==> src/rtl/instr_encoder_loader.sv <==
// RV32I field-bundle encoder feeding a linear imem loader. It validates each bundle, packs it into
// a 32-bit word, and writes the words to consecutive addresses starting at BASE_ADDR.
module instr_encoder_loader #(
  parameter int ADDR_WIDTH = 10,
  parameter int BASE_ADDR  = 0
) (
  input  logic                  clk,
  input  logic                  rst_n,
  input  logic                  flush,
  input  logic                  in_valid,
  output logic                  in_ready,
  input  logic [2:0]            fmt,
  input  logic [6:0]            opcode,
  input  logic [2:0]            funct3,
  input  logic [6:0]            funct7,
  input  logic [4:0]            rd,
  input  logic [4:0]            rs1,
  input  logic [4:0]            rs2,
  input  logic [31:0]           imm,
  output logic                  imem_we,
  input  logic                  imem_ready,
  output logic [ADDR_WIDTH-1:0] imem_addr,
  output logic [31:0]           imem_wdata,
  output logic                  err_valid,
  output logic [1:0]            err_code,
  output logic [ADDR_WIDTH:0]   count,
  output logic                  full
);
  localparam logic [ADDR_WIDTH:0]   DEPTH = {1'b1, {ADDR_WIDTH{1'b0}}};
  localparam logic [ADDR_WIDTH-1:0] BASE  = ADDR_WIDTH'(BASE_ADDR);

  logic                  we_q, we_d;
  logic [31:0]           wdata_q, wdata_d;
  logic [ADDR_WIDTH-1:0] addr_q, addr_d;
  logic                  err_valid_q, err_valid_d;
  logic [1:0]            err_code_q, err_code_d;
  logic [ADDR_WIDTH:0]   count_q, count_d;

  logic        last_slot, accept, done;
  logic [31:0] enc_word;
  logic [1:0]  chk_code;
  logic        fit12, fit13, fit21;

  // A pending write into the final slot blocks accepts, so no bundle is taken that has no slot.
  assign full      = (count_q == DEPTH);
  assign last_slot = we_q && (count_q == DEPTH - 1'b1);
  assign in_ready  = !full && !flush && (!we_q || imem_ready) && !last_slot;
  assign accept    = in_valid && in_ready;
  assign done      = we_q && imem_ready;

  // Signed range checks: every bit above the sign bit must equal the sign bit.
  assign fit12 = (&imm[31:11]) || !(|imm[31:11]);
  assign fit13 = (&imm[31:12]) || !(|imm[31:12]);
  assign fit21 = (&imm[31:20]) || !(|imm[31:20]);

  always_comb begin
    enc_word = '0;
    chk_code = 2'b00;
    case (fmt)
      3'd0: enc_word = {funct7, rs2, rs1, funct3, rd, opcode};
      3'd1: begin
        enc_word = {imm[11:0], rs1, funct3, rd, opcode};
        if (!fit12) chk_code = 2'b01;
      end
      3'd2: begin
        enc_word = {imm[11:5], rs2, rs1, funct3, imm[4:0], opcode};
        if (!fit12) chk_code = 2'b01;
      end
      3'd3: begin
        enc_word = {imm[12], imm[10:5], rs2, rs1, funct3, imm[4:1], imm[11], opcode};
        if (imm[0])      chk_code = 2'b10;
        else if (!fit13) chk_code = 2'b01;
      end
      3'd4: begin
        enc_word = {imm[31:12], rd, opcode};
        if (|imm[11:0]) chk_code = 2'b01;
      end
      3'd5: begin
        enc_word = {imm[20], imm[10:1], imm[11], imm[19:12], rd, opcode};
        if (imm[0])      chk_code = 2'b10;
        else if (!fit21) chk_code = 2'b01;
      end
      default: chk_code = 2'b11;
    endcase
  end

  always_comb begin
    we_d        = we_q;
    wdata_d     = wdata_q;
    addr_d      = addr_q;
    count_d     = count_q;
    err_valid_d = 1'b0;
    err_code_d  = err_code_q;
    if (flush) begin
      we_d    = 1'b0;
      addr_d  = BASE;
      count_d = '0;
    end else begin
      if (done) begin
        we_d    = 1'b0;
        count_d = count_q + 1'b1;
        // The pointer stays on the final word rather than wrapping.
        if (count_q != DEPTH - 1'b1) addr_d = addr_q + 1'b1;
      end
      if (accept) begin
        if (chk_code != 2'b00) begin
          err_valid_d = 1'b1;
          err_code_d  = chk_code;
        end else begin
          we_d    = 1'b1;
          wdata_d = enc_word;
        end
      end
    end
  end

  always_ff @(posedge clk or negedge rst_n) begin
    if (!rst_n) begin
      we_q        <= 1'b0;
      wdata_q     <= '0;
      addr_q      <= BASE;
      err_valid_q <= 1'b0;
      err_code_q  <= 2'b00;
      count_q     <= '0;
    end else begin
      we_q        <= we_d;
      wdata_q     <= wdata_d;
      addr_q      <= addr_d;
      err_valid_q <= err_valid_d;
      err_code_q  <= err_code_d;
      count_q     <= count_d;
    end
  end

  assign imem_we    = we_q;
  assign imem_wdata = wdata_q;
  assign imem_addr  = addr_q;
  assign err_valid  = err_valid_q;
  assign err_code   = err_code_q;
  assign count      = count_q;
endmodule
==> config.mk <==
export PLATFORM = sky130hd
export DESIGN_NAME = instr_encoder_loader
export DESIGN_NICKNAME = d
export VERILOG_FILES = /design/src/rtl/instr_encoder_loader.sv
export SDC_FILE = /design/constraint.sdc
export NUM_CORES = 1
export LEC_CHECK = 0
export ABC_AREA = 0
export ABC_CLOCK_PERIOD_IN_PS = 2300
export BUFFER_PORTS_ARGS = -buffer_cell sky130_fd_sc_hd__buf_2
export CORE_MARGIN = 3
export CORE_UTILIZATION = 44
export DETAILED_ROUTE_END_ITERATION = 8
export GPL_ROUTABILITY_DRIVEN = 0
export PLACE_DENSITY = 0.77
export SLEW_MARGIN = 15
export SYNTH_ARGS = -nofsm -noshare
export SYNTH_HDL_FRONTEND = slang
export SYNTH_SLANG_ARGS = --single-unit
==> constraint.sdc <==
create_clock -name clk -period 2.3 [get_ports clk]
set_clock_uncertainty 0.1 [all_clocks]
set_input_delay 0 -clock clk [delete_from_list [all_inputs] [get_ports clk]]
set_output_delay 0 -clock clk [all_outputs]
set_load 0.1 [all_outputs]
==> results.toml <==
[route]
vias = 3356
via_per_inst = 5.24
wl_um = 10300
drc = 0
first_iter_violations = 143
wire_per_inst_um = 16.0
first_pass_iters = 4
ant_nets = 0

[cts]
clk_latency_ps = 320
cts_tree = "built"
cts_made_buffers = 9
clock_path_buffers = 2
cts.sinks = 57
htreeDepth = 3
clkTransAtPathRegs_ps = 60
cts_root_buf = "clkbuf_8"

[finish]
nets = 612
nFillCells = 546
drive_above_1_share_pct = 40.2
num_antenna_cells = 0
area_delta_synth_final_pct = 51.9
stdcell_count = 641

[synth]
yosysMostFrequentCell = "dfrtp_1"
async_reset_ff_share_pct = 100
syn_inst = 339
yosysTopAreaCell = "dfrtp_1"
ys_top_cells_by_area = "dfrtp_1, mux2_4, mux2i_1"
yosys_warnings = 0
synth-seq-area-share_pct = 43.0
synth_edf_count = 0
synth.cell_area_sq_mm = 0.00332
syn_area_per_cell_sq_um = 9.79
synth_common_cells = "dfrtp_1, nand2_1, nor2_1, inv_1, o21ai_0"
ys_seq_elements = 57
syn_nets = 414
ys.flop_type = "dfrtp_1"
yosys.area.top_type_share_pct = 43.0
synth.distinct_cells = 46

[global_routing]
grt_start_max_net_pins = 31
gr-usage-all-layers_pct = 23.7
grt-ovfl-total = 0
grt_pass1_wl_um = 16100
grt_pass1_vias = 3360
grt_antenna_before_repair = 0

[sta]
fmax_mhz = 408
period_share_pct = 106
slew_viol_final = 0
setup_viol = 33
setup_ws_ps = -149
worstMarginPinSlew_ps = 832
fin_crit_ps = 2450
hold_viol_final = 0
relSlewSlack_pct = 44.4
hold_ws_ps = 4.91
grt_setup_unrepaired = "true"

[floorplan]
die_h_um = 92.9
ioPinCount = 131
num_rows = 31
start_util_pct = 45.5
die_w_um = 92.9
coreArea_sq_mm = 0.00729
dieArea_sq_mm = 0.00862

[critical_path]
crit_slowest_cell = "or4_4"
endpoint_kind = "register"
cp_slowest_stage_delay_ps = 550
path_class = "register to register"
required_ps = 2410
path_max_fanout = 6
critical_path.cell_chain = "or4_4 > nor4_4 > a211oi_4 > and2_4 > nand3_4 > clkbuf_16 > mux2_4"
crit_path_start_kind = "register"
worst_ep_arrival_time_ps = 2560

[power_and_ir_drop]
power_switching_share_pct = 50.8
switching_power_mw = 2.33
p_per_area_mw_per_mm2 = 909
p_comb_share_pct = 51.1
seqPwrFrac_pct = 29.0
internal-power_mw = 2.25
clock_power_share_pct = 19.9
p_leak_nw = 2.65
peakVddDrop_v = 0.000490

[place]
hpwl_um = 6970
placement.io_buffers = 130
dpl.cell_count = 572

[flow_run]
cap_viol_max_count = 0

[outcome]
status = "finished with violations"
violations = "negative setup slack"

[min_path]
hp-class = "input pin to register"
path summary, 6_finish.rpt:
check                      slack (ps)         from              to  depth (start not counted)
max                              -150     count[7]  imem_wdata[21]                          7
min                                 5    funct3[0]  imem_wdata[12]                          4
max reg2reg                      -150     count[7]  imem_wdata[21]                          7
min reg2reg                       390  err_code[0]     err_code[0]                          1
max in group asynchronous        1330        rst_n         imem_we                          3
min in group asynchronous         160        rst_n        count[7]                          2
layout by cell type (no fill, tap or decap), drive strengths merged:
| cell | Yosys | layout |
|---|---|---|
| buf | 6 | 156 |
| a41oi | 1 | 1 |
| and3 | 6 | 6 |
| o221ai | 1 | 1 |
| nand4bb | 1 | 1 |
| ha | 3 | 3 |
| a41o | 1 | 1 |
| o21ai | 24 | 24 |
| a31oi | 3 | 3 |
| nand4 | 7 | 7 |
| nand2 | 40 | 40 |
| clkinv | 0 | 2 |
| xor2 | 13 | 13 |
| or3 | 1 | 1 |
| a22oi | 4 | 4 |
| nand2b | 1 | 1 |
| o2111a | 1 | 1 |
| nor4 | 7 | 7 |
| xnor2 | 7 | 7 |
| a21oi | 13 | 13 |
| nor3 | 2 | 2 |
| dlygate4sd3 | 0 | 45 |
| and4 | 2 | 2 |
| clkbuf | 9 | 14 |
| nor2 | 31 | 31 |
| inv | 24 | 24 |
| mux2 | 27 | 27 |
| dfrtp | 57 | 57 |
| a22o | 5 | 5 |
| and2 | 3 | 3 |
| mux2i | 16 | 16 |
| nand3 | 11 | 11 |
| or4 | 3 | 3 |
| bufinv | 0 | 1 |
| a211oi | 3 | 3 |
| a21o | 1 | 1 |
| nor2b | 5 | 5 |
worst max-delay path, delay by kind of cell (launching register included):
kind | cells | cell delay, ps
compound gates | 1 | 60
mux | 1 | 300
flops | 1 | 480
simple gates | 4 | 1210
buf+inv | 1 | 190
registers in the layout (all words and copies together), names as in the netlist:
register and count:
imem_wdata 32, count 11, imem_addr 10, err_code 2, err_valid 1, imem_we 1
cells by family (layout without fill, tap and decap cells):
| family | after synthesis | count (layout) | share of synthesized area, % |
|---|---|---|---|
| muxes | 43 | 43 | 16.5 |
| and+or+nand+nor | 120 | 120 | 18.2 |
| DFF | 57 | 57 | 43.0 |
| xor gates and xnor gates | 20 | 20 | 5.28 |
| adders and majority gates | 3 | 3 | 1.13 |
| buffers and inverters | 39 | 242 | 5.13 |
| AOI/OAI and AO/OA | 57 | 57 | 10.8 |
area by class of cell:
class,count,area (sq um),share of cell area (%)
flip-flops and latches,57,1450,28.7
well taps,99,124,2.46
clock inverters,3,40.0,0.794
multi-input cells,243,1780,35.2
inverters,24,90.1,1.79
repair buffers,202,1420,28.1
clock buffers,13,149,2.95
metrics by stage:
stage / setup TNS, ps / instance area, sq um / power [mW] / setup slack [ps] / util, %
after floorplan: -51000 / 3380 / 3.15 / -1490 / -
after global placement: -5190 / 4260 / 3.55 / -182 / 58.4
after detailed placement: -7080 / 4260 / 3.58 / -235 / 58.4
after CTS: -3330 / 4990 / 4.58 / -132 / 68.5
after global routing: -6170 / 5040 / 4.75 / -224 / 69.1
final: -3500 / 5040 / 4.58 / -149 / 69.1
power by group through the flow:
| stage | Clock (mW) | Sequential [mW] | Combinational, mW |
|---|---|---|---|
| final | 0.913 | 1.33 | 2.34 |
| after global routing | 0.983 | 1.35 | 2.42 |
| after CTS | 0.930 | 1.32 | 2.32 |
| after detailed placement | 0 | 1.33 | 2.25 |
| after global placement | 0 | 1.33 | 2.22 |
| after floorplan | 0 | 2.75 | 0.400 |
repair_timing:
action,4_1_cts,5_1_grt
pin swaps,1,3
setup endpoints to repair,33,36
resized for setup,9,4
hold buffers,45,0
hold endpoints to repair,64,0
buffers inserted,5,1
cloned,1,1
layer usage:
metal / share of wire [%] / vias to the layer above / global-route usage (%)
met5: 0 / - / 0
met4: 1.6 / 0 / 7.94
met3: 5.6 / 14 / 3.90
met2: 51 / 132 / 41.3
met1: 42 / 1628 / 29.6
li1: - / 1582 / -
No activity file was read; power rests on OpenSTA's default activity.
